===== config.mk =====
export PLATFORM = sky130hd
export DESIGN_NAME = popcount_frame_acc
export DESIGN_NICKNAME = d
export VERILOG_FILES = /design/src/rtl/popcount_frame_acc.sv
export SDC_FILE = /design/constraint.sdc
export NUM_CORES = 1
export LEC_CHECK = 0
export CAP_MARGIN = 20
export CORE_MARGIN = 3
export CORE_UTILIZATION = 50
export CTS_CLUSTER_SIZE = 12
export DETAILED_ROUTE_END_ITERATION = 8
export GPL_TIMING_DRIVEN = 0
export PLACE_DENSITY = 0.79
export SLEW_MARGIN = 40
export SYNTH_ARGS = -nofsm -noshare
export SYNTH_HDL_FRONTEND = slang
export SYNTH_SLANG_ARGS = --single-unit

===== constraint.sdc =====
create_clock -name clk -period 3.1 [get_ports clk]
set_input_delay 0.465 -clock clk [delete_from_list [all_inputs] [get_ports clk]]
set_output_delay 0.465 -clock clk [all_outputs]
set_load 0.01 [all_outputs]

===== src/rtl/popcount_frame_acc.sv =====
// Frame-level ones accumulator: popcounts each accepted word, sums FRAME_LEN words,
// then holds the total and its unsigned gt/eq/lt relation to a sampled threshold.
module Counting1s #(
  parameter int N = 8
) (
  input  logic [N-1:0]           data_i,
  output logic [$clog2(N+1)-1:0] count_o
);
  localparam int PW = $clog2(N+1);

  always_comb begin
    count_o = '0;
    for (int i = 0; i < N; i++) begin
      count_o = count_o + {{(PW-1){1'b0}}, data_i[i]};
    end
  end
endmodule

module popcount_frame_acc #(
  parameter int N         = 8,
  parameter int FRAME_LEN = 4
) (
  input  logic                               clk,
  input  logic                               rst_n,
  input  logic                               in_valid,
  output logic                               in_ready,
  input  logic [N-1:0]                       in_data,
  input  logic                               frame_abort,
  input  logic [$clog2(N*FRAME_LEN+1)-1:0]   thresh,
  output logic                               out_valid,
  input  logic                               out_ready,
  output logic [$clog2(N*FRAME_LEN+1)-1:0]   out_count,
  output logic                               out_gt,
  output logic                               out_eq,
  output logic                               out_lt
);
  localparam int AW = $clog2(N*FRAME_LEN+1);
  localparam int CW = $clog2(FRAME_LEN);
  localparam int PW = $clog2(N+1);
  localparam logic [CW-1:0] LAST_WORD = CW'(FRAME_LEN-1);

  typedef enum logic {ACCUM = 1'b0, HOLD = 1'b1} state_t;

  state_t          state_q, state_d;
  logic [AW-1:0]   acc_q, acc_d;
  logic [CW-1:0]   wcnt_q, wcnt_d;
  logic [AW-1:0]   count_q, count_d;
  logic [2:0]      flags_q, flags_d;
  logic [PW-1:0]   pop;
  logic [AW-1:0]   sum;

  // Unsigned three-way compare packed as {gt, eq, lt}; exactly one bit is set.
  function automatic logic [2:0] compare(input logic [AW-1:0] a, input logic [AW-1:0] b);
    return {a > b, a == b, a < b};
  endfunction

  Counting1s #(.N(N)) u_pop (
    .data_i  (in_data),
    .count_o (pop)
  );

  assign sum = acc_q + AW'(pop);

  always_comb begin
    state_d = state_q;
    acc_d   = acc_q;
    wcnt_d  = wcnt_q;
    count_d = count_q;
    flags_d = flags_q;
    case (state_q)
      ACCUM: begin
        if (frame_abort) begin
          acc_d  = '0;
          wcnt_d = '0;
        end else if (in_valid) begin
          if (wcnt_q == LAST_WORD) begin
            count_d = sum;
            flags_d = compare(sum, thresh);
            acc_d   = '0;
            wcnt_d  = '0;
            state_d = HOLD;
          end else begin
            acc_d  = sum;
            wcnt_d = wcnt_q + CW'(1);
          end
        end
      end
      HOLD: begin
        if (out_ready) state_d = ACCUM;
      end
      default: state_d = ACCUM;
    endcase
  end

  always_ff @(posedge clk or negedge rst_n) begin
    if (!rst_n) begin
      state_q <= ACCUM;
      acc_q   <= '0;
      wcnt_q  <= '0;
      count_q <= '0;
      flags_q <= '0;
    end else begin
      state_q <= state_d;
      acc_q   <= acc_d;
      wcnt_q  <= wcnt_d;
      count_q <= count_d;
      flags_q <= flags_d;
    end
  end

  assign in_ready  = (state_q == ACCUM);
  assign out_valid = (state_q == HOLD);
  assign out_count = count_q;
  assign out_gt    = flags_q[2];
  assign out_eq    = flags_q[1];
  assign out_lt    = flags_q[0];
endmodule


Yosys cells after proc, flatten, opt, wreduce, memory -nomap -nowiden
Cells that the tools add are included.
Widths: inputs -> output; s select.
{"block": "word_totals", "input_bits": 19, "register_bits": 18, "output_inout_bits": 11, "word_cells": 34}
{"block": "classes", "n_eq_ne": 2, "n_reduce_logical": 3, "bitwise_logic": 2, "mux": 11, "order_cmp": 2, "addsub": 9}
{"op": "$add 4x1->4", "count": 6}
{"op": "$mux 6", "count": 3}
{"op": "$add 6x4->6", "count": 1}
{"op": "$eq 6x6->1", "count": 1}
{"op": "$gt 6x6->1", "count": 1}
{"op": "$lt 6x6->1", "count": 1}
{"op": "$mux 2", "count": 3}
{"op": "$mux 1", "count": 4}
{"op": "$reduce_and 4->1", "count": 1}
{"op": "$add 1x1->2", "count": 1}
{"op": "$add 2x1->2 const B", "count": 1}
{"op": "$eq 2x2->1 const B", "count": 1}
{"op": "$not 1->1", "count": 2}
{"op": "$pmux 1 s2", "count": 1}
{"op": "$reduce_and 2->1", "count": 1}
{"op": "$reduce_bool 2->1", "count": 1}

Logic depth before layout (Yosys ltp)
{"block": "logic_depth", "ltp_word": 11, "ltp_mapped": 17, "ltp_nobuf": 17}

Cells and area by module
A second synthesis with hierarchy kept.
{"block": "hier_totals", "hier_cells": 155, "hier_area_um2": 1407.6}
{"mod": "popcount_frame_acc", "cells_each": 131, "area_each_um2": 1217.4, "seq_area_each_um2": 450.4, "instances": 1}
{"mod": "Counting1s", "cells_each": 24, "area_each_um2": 190.2, "seq_area_each_um2": 0.0, "instances": 1}

Worst setup path after synthesis
Ideal clock, no wire load.
{"block": "synth_path", "path_kind": "input port to flip-flop", "startpoint": "input port in_data[0]", "endpoint": "register flags_q[0]", "stages": 15, "required_ps": 2982, "setup_time_ps": 118, "arrival_ps": 4370, "n_path_buf": 0, "slack_ps": -1389, "cell_sequence": "ha_1 inv_1 fa_1 fa_1 fa_1 fa_1 inv_1 ha_1 a21o_1 a221o_1 xnor2_2 ha_1 nand4_1 o2111a_1 a21o_1"}
{"block": "synth_between", "elab_chain_len": 9}
{"element": "start: declaration", "line": "27", "text": "input logic [N-1:0] in_data,"}
{"element": "$add 1x1->2", "line": "14", "text": "count_o = count_o + {{(PW-1){1'b0}}, data_i[i]};"}
{"element": "$add 4x1->4 (6 in series)", "line": "14"}
{"element": "$add 6x4->6", "line": "62", "text": "assign sum = acc_q + AW'(pop);"}
{"element": "named net sum[5]", "line": "50", "text": "logic [AW-1:0] sum;"}
{"element": "$lt 6x6->1", "line": "54", "text": "return {a > b, a == b, a < b};"}
{"element": "end signal: assignment", "line": "107", "text": "flags_q <= flags_d;"}
{"element": "end: declaration", "line": "48", "text": "logic [2:0] flags_q, flags_d;"}
The timed path passes the listed nets, and every way through them passes these cells.
A chain may end at the register's enable or synchronous reset.

Worst setup path in the final report
{"block": "layout_path", "startpoint": "input port in_data[1]", "endpoint": "register flags_q[0]"}
Same word-level chain as after synthesis.

==> results.txt <==
Status: complete, but fails checks
Violated checks: negative setup slack
WL/cell: 15.7 um
DP HPWL: 2380 um
Nets: 224
Core Box Area: 2500 um^2
Fill count: 172
Starting Density: 53.2%
Sequential-to-total area share from yosys stat: 33.9%
GR Overflow Total: 0
Clock Path Buffers: 2
Worst vdd ir: 0.473 mV
Number of buffers created by CTS: 3
Endpoint class of the critical path: flop
Worst reg2reg path depth: 8
Drt drc: 0
Clock Latency Late Sink: 0.31 ns
Layout area overhead: 42.8%
Detailed Routing Iterations Pass 1: 4
Fin cells: 215
CP Data Arrival Time: 4.54 ns
Area occupied by multi-input gates: 867 um^2
Post-synth EDFFs: 0
Critical Path Max Stage Delay: 0.57 ns
Antenna violations before repair: 0
Syn. warnings: 0
IO Pins: 30
Clk pwr share: 13.0%
Top FF cell, synth: dfrtp_1
Site Rows: 18
Most common cell after layout, fill and taps aside: clkdlybuf4s50_1
Port buffer count: 29
Number of global-route vias before repair: 1248
CTS H-tree lvls: 1
Maximum number of pins on one net before global-route repair: 19
Setup_tns: -8.21 ns
WL final: 3380 um
Max Slew Vio Count: 0
Placer Congestion: 0.818
Layout cell share with drive strength beyond 1: 25.9%
Diodes inserted: 0
Max Cap Viol: 0
Total number of vias: 1203
Period Utilization, post-route: 140%
Slowest library cell on the worst path: fa_2
CP Launch Type: primary input
Gate count of the mapped netlist: 139
Hold buffer count at cts: 0
Most frequent cells in the layout: 24 x clkdlybuf4s50_1, 23 x inv_1, 18 x dfrtp_1
Worst-path cell chain: buf_6, ha_4, inv_2, fa_1, fa_1, fa_2, fa_2, inv_2, ha_4, a21o_1, a221o_1, xnor2_2, ha_1, nand4_1, o2111a_1, a21o_1
Netlist cell types: 42
Vias/cell: 5.60
Finished Core Util: 76.0%
Worst path depth: 16
Lkg Pwr: 0.965 nW
Fmax: 231 MHz
RSZ-0062 raised after global routing: true
Worst min-delay path category: primary input to async pin
Share of power burned in combinational logic: 60.0%
CTS tree: done
Net Sw Frac: 38.0%
Tmin final: 4.34 ns
Detail Route Antenna Nets: 0
First-pass GRT wire length: 5460 um
Power Density: 624 nW/um^2
Final WS setup: -1.24 ns
Synthesized area: 1330 um^2
Worst Skew: 0.00703 ns
Net switching power: 0.451 mW
Die width: 57.6 um
Hold Fails Final Rpt: 0
Kind of critical path: primary input to flop
Min Hold Slack: 0.0681 ns
Die area: 3310 um^2
DR iter-0 viols: 33
FF+latch count, synth: 18
Post-synth ARST share: 100%
Clock sinks: 18
P_int: 0.735 mW
Endpoints failing setup: 13
Crit path max-delay family: adder cells
Die Height: 57.6 um
Total track usage: 21.4%
CP bufs+invs: 3
Register area: 450 um^2
Syn nets: 177
Inst Count DP: 198
Root Driver: clkbuf_4
CP Max Fanout: 2
Worst-path clk slew: 0.12 ns
Post-Syn Area per Cell: 9.57 um^2
Sequential power share: 27.0%
Slew headroom: 70.6%
Critical path required time: 3.30 ns
Worst-Margin Slew: 0.439 ns
==> registers in the layout, indices dropped and copies added, names as in the netlist <==
| name | cells |
|---|---|
| out_valid | 1 |
| flags_q | 3 |
| out_count | 6 |
| acc_q | 6 |
| wcnt_q | 2 |
==> timing repair <==
item,in CTS,in global routing
pin swaps,17,15
setup endpoints to repair,14,13
setup buffers,8,6
gates cloned,0,0
gates resized for setup,27,4
endpoints found under the hold margin,0,0
==> layout make-up <==
| type | count | share of cell area [%] |
|---|---|---|
| tap | 30 | 1.98 |
| clock buffer | 4 | 1.91 |
| buffer | 2 | 0.856 |
| inverter | 27 | 5.34 |
| timing repair buffer | 42 | 20.6 |
| multi-input combinational | 92 | 45.7 |
| sequential | 18 | 23.7 |
==> per-stage QoR <==
stage	total power, mW	setup WS (ns)	cell area (um^2)
detailed placement	0.835	-2.04	1670
finish	1.19	-1.24	1900
CTS	1.11	-1.40	1840
global route	1.27	-1.33	1900
global placement	0.803	-1.93	1680
floorplan	0.640	-1.31	1350
==> power by group through the flow <==
stage                     Combinational (mW)  Sequential (mW)  Clock, mW
after detailed placement               0.514            0.321          0
after CTS                              0.642            0.318      0.150
after floorplan                        0.309            0.332          0
final                                  0.711            0.320      0.154
after global routing                   0.781            0.327      0.159
after global placement                 0.485            0.317          0
==> cells in the mapped netlist, drive strengths merged (2+ instances only) <==
cell,number,share of area [%]
a21oi,5,1.9
o21ai,11,4.1
buf,2,1.2
a22oi,2,1.1
xnor2,3,2.5
nand2,12,3.4
a21o,4,2.3
nor2,5,1.4
o21a,2,1.1
and3,2,1.0
nand2b,2,1.5
a22o,2,1.4
ha,14,13
nor3,2,0.75
a211o,2,1.3
fa,5,7.5
nand4,2,0.94
inv,27,7.6
mux2,3,2.5
dfrtp,18,34
==> cell families (layout without fill, tap and decap cells) <==
group                    Yosys count  in the layout  share of synthesized area, %
multiplexers                       4              4                          3.29
buffers and inverters             29             75                          8.84
AND/OR/NAND/NOR                   30             30                          12.2
flip-flops                        18             18                          33.9
adder cells (fa/ha/maj)           19             19                          20.7
AO/OA/AOI/OAI                     35             35                          17.9
XOR/XNOR                           4              4                          3.20
==> path summary, 6_finish.rpt <==
| path | start | slack [ns] | to |
|---|---|---|---|
| max | in_data[1] | -1.24 | flags_q[0] |
| min | rst_n | 0.07 | out_valid |
| max reg2reg | acc_q[3] | 0.61 | flags_q[0] |
| min reg2reg | flags_q[1] | 0.49 | flags_q[1] |
| max in group asynchronous | rst_n | 2.74 | acc_q[1] |
| min in group clk | flags_q[1] | 0.49 | flags_q[1] |
==> per-layer routing <==
metal	vias up	global-route usage (%)	routed length [um]
li1	562	-	-
met1	584	24.3	1390
met2	49	37.7	1720
met3	8	6.11	201
met4	0	7.95	70
met5	-	0	0
No activity file was read; power rests on OpenSTA's default activity.
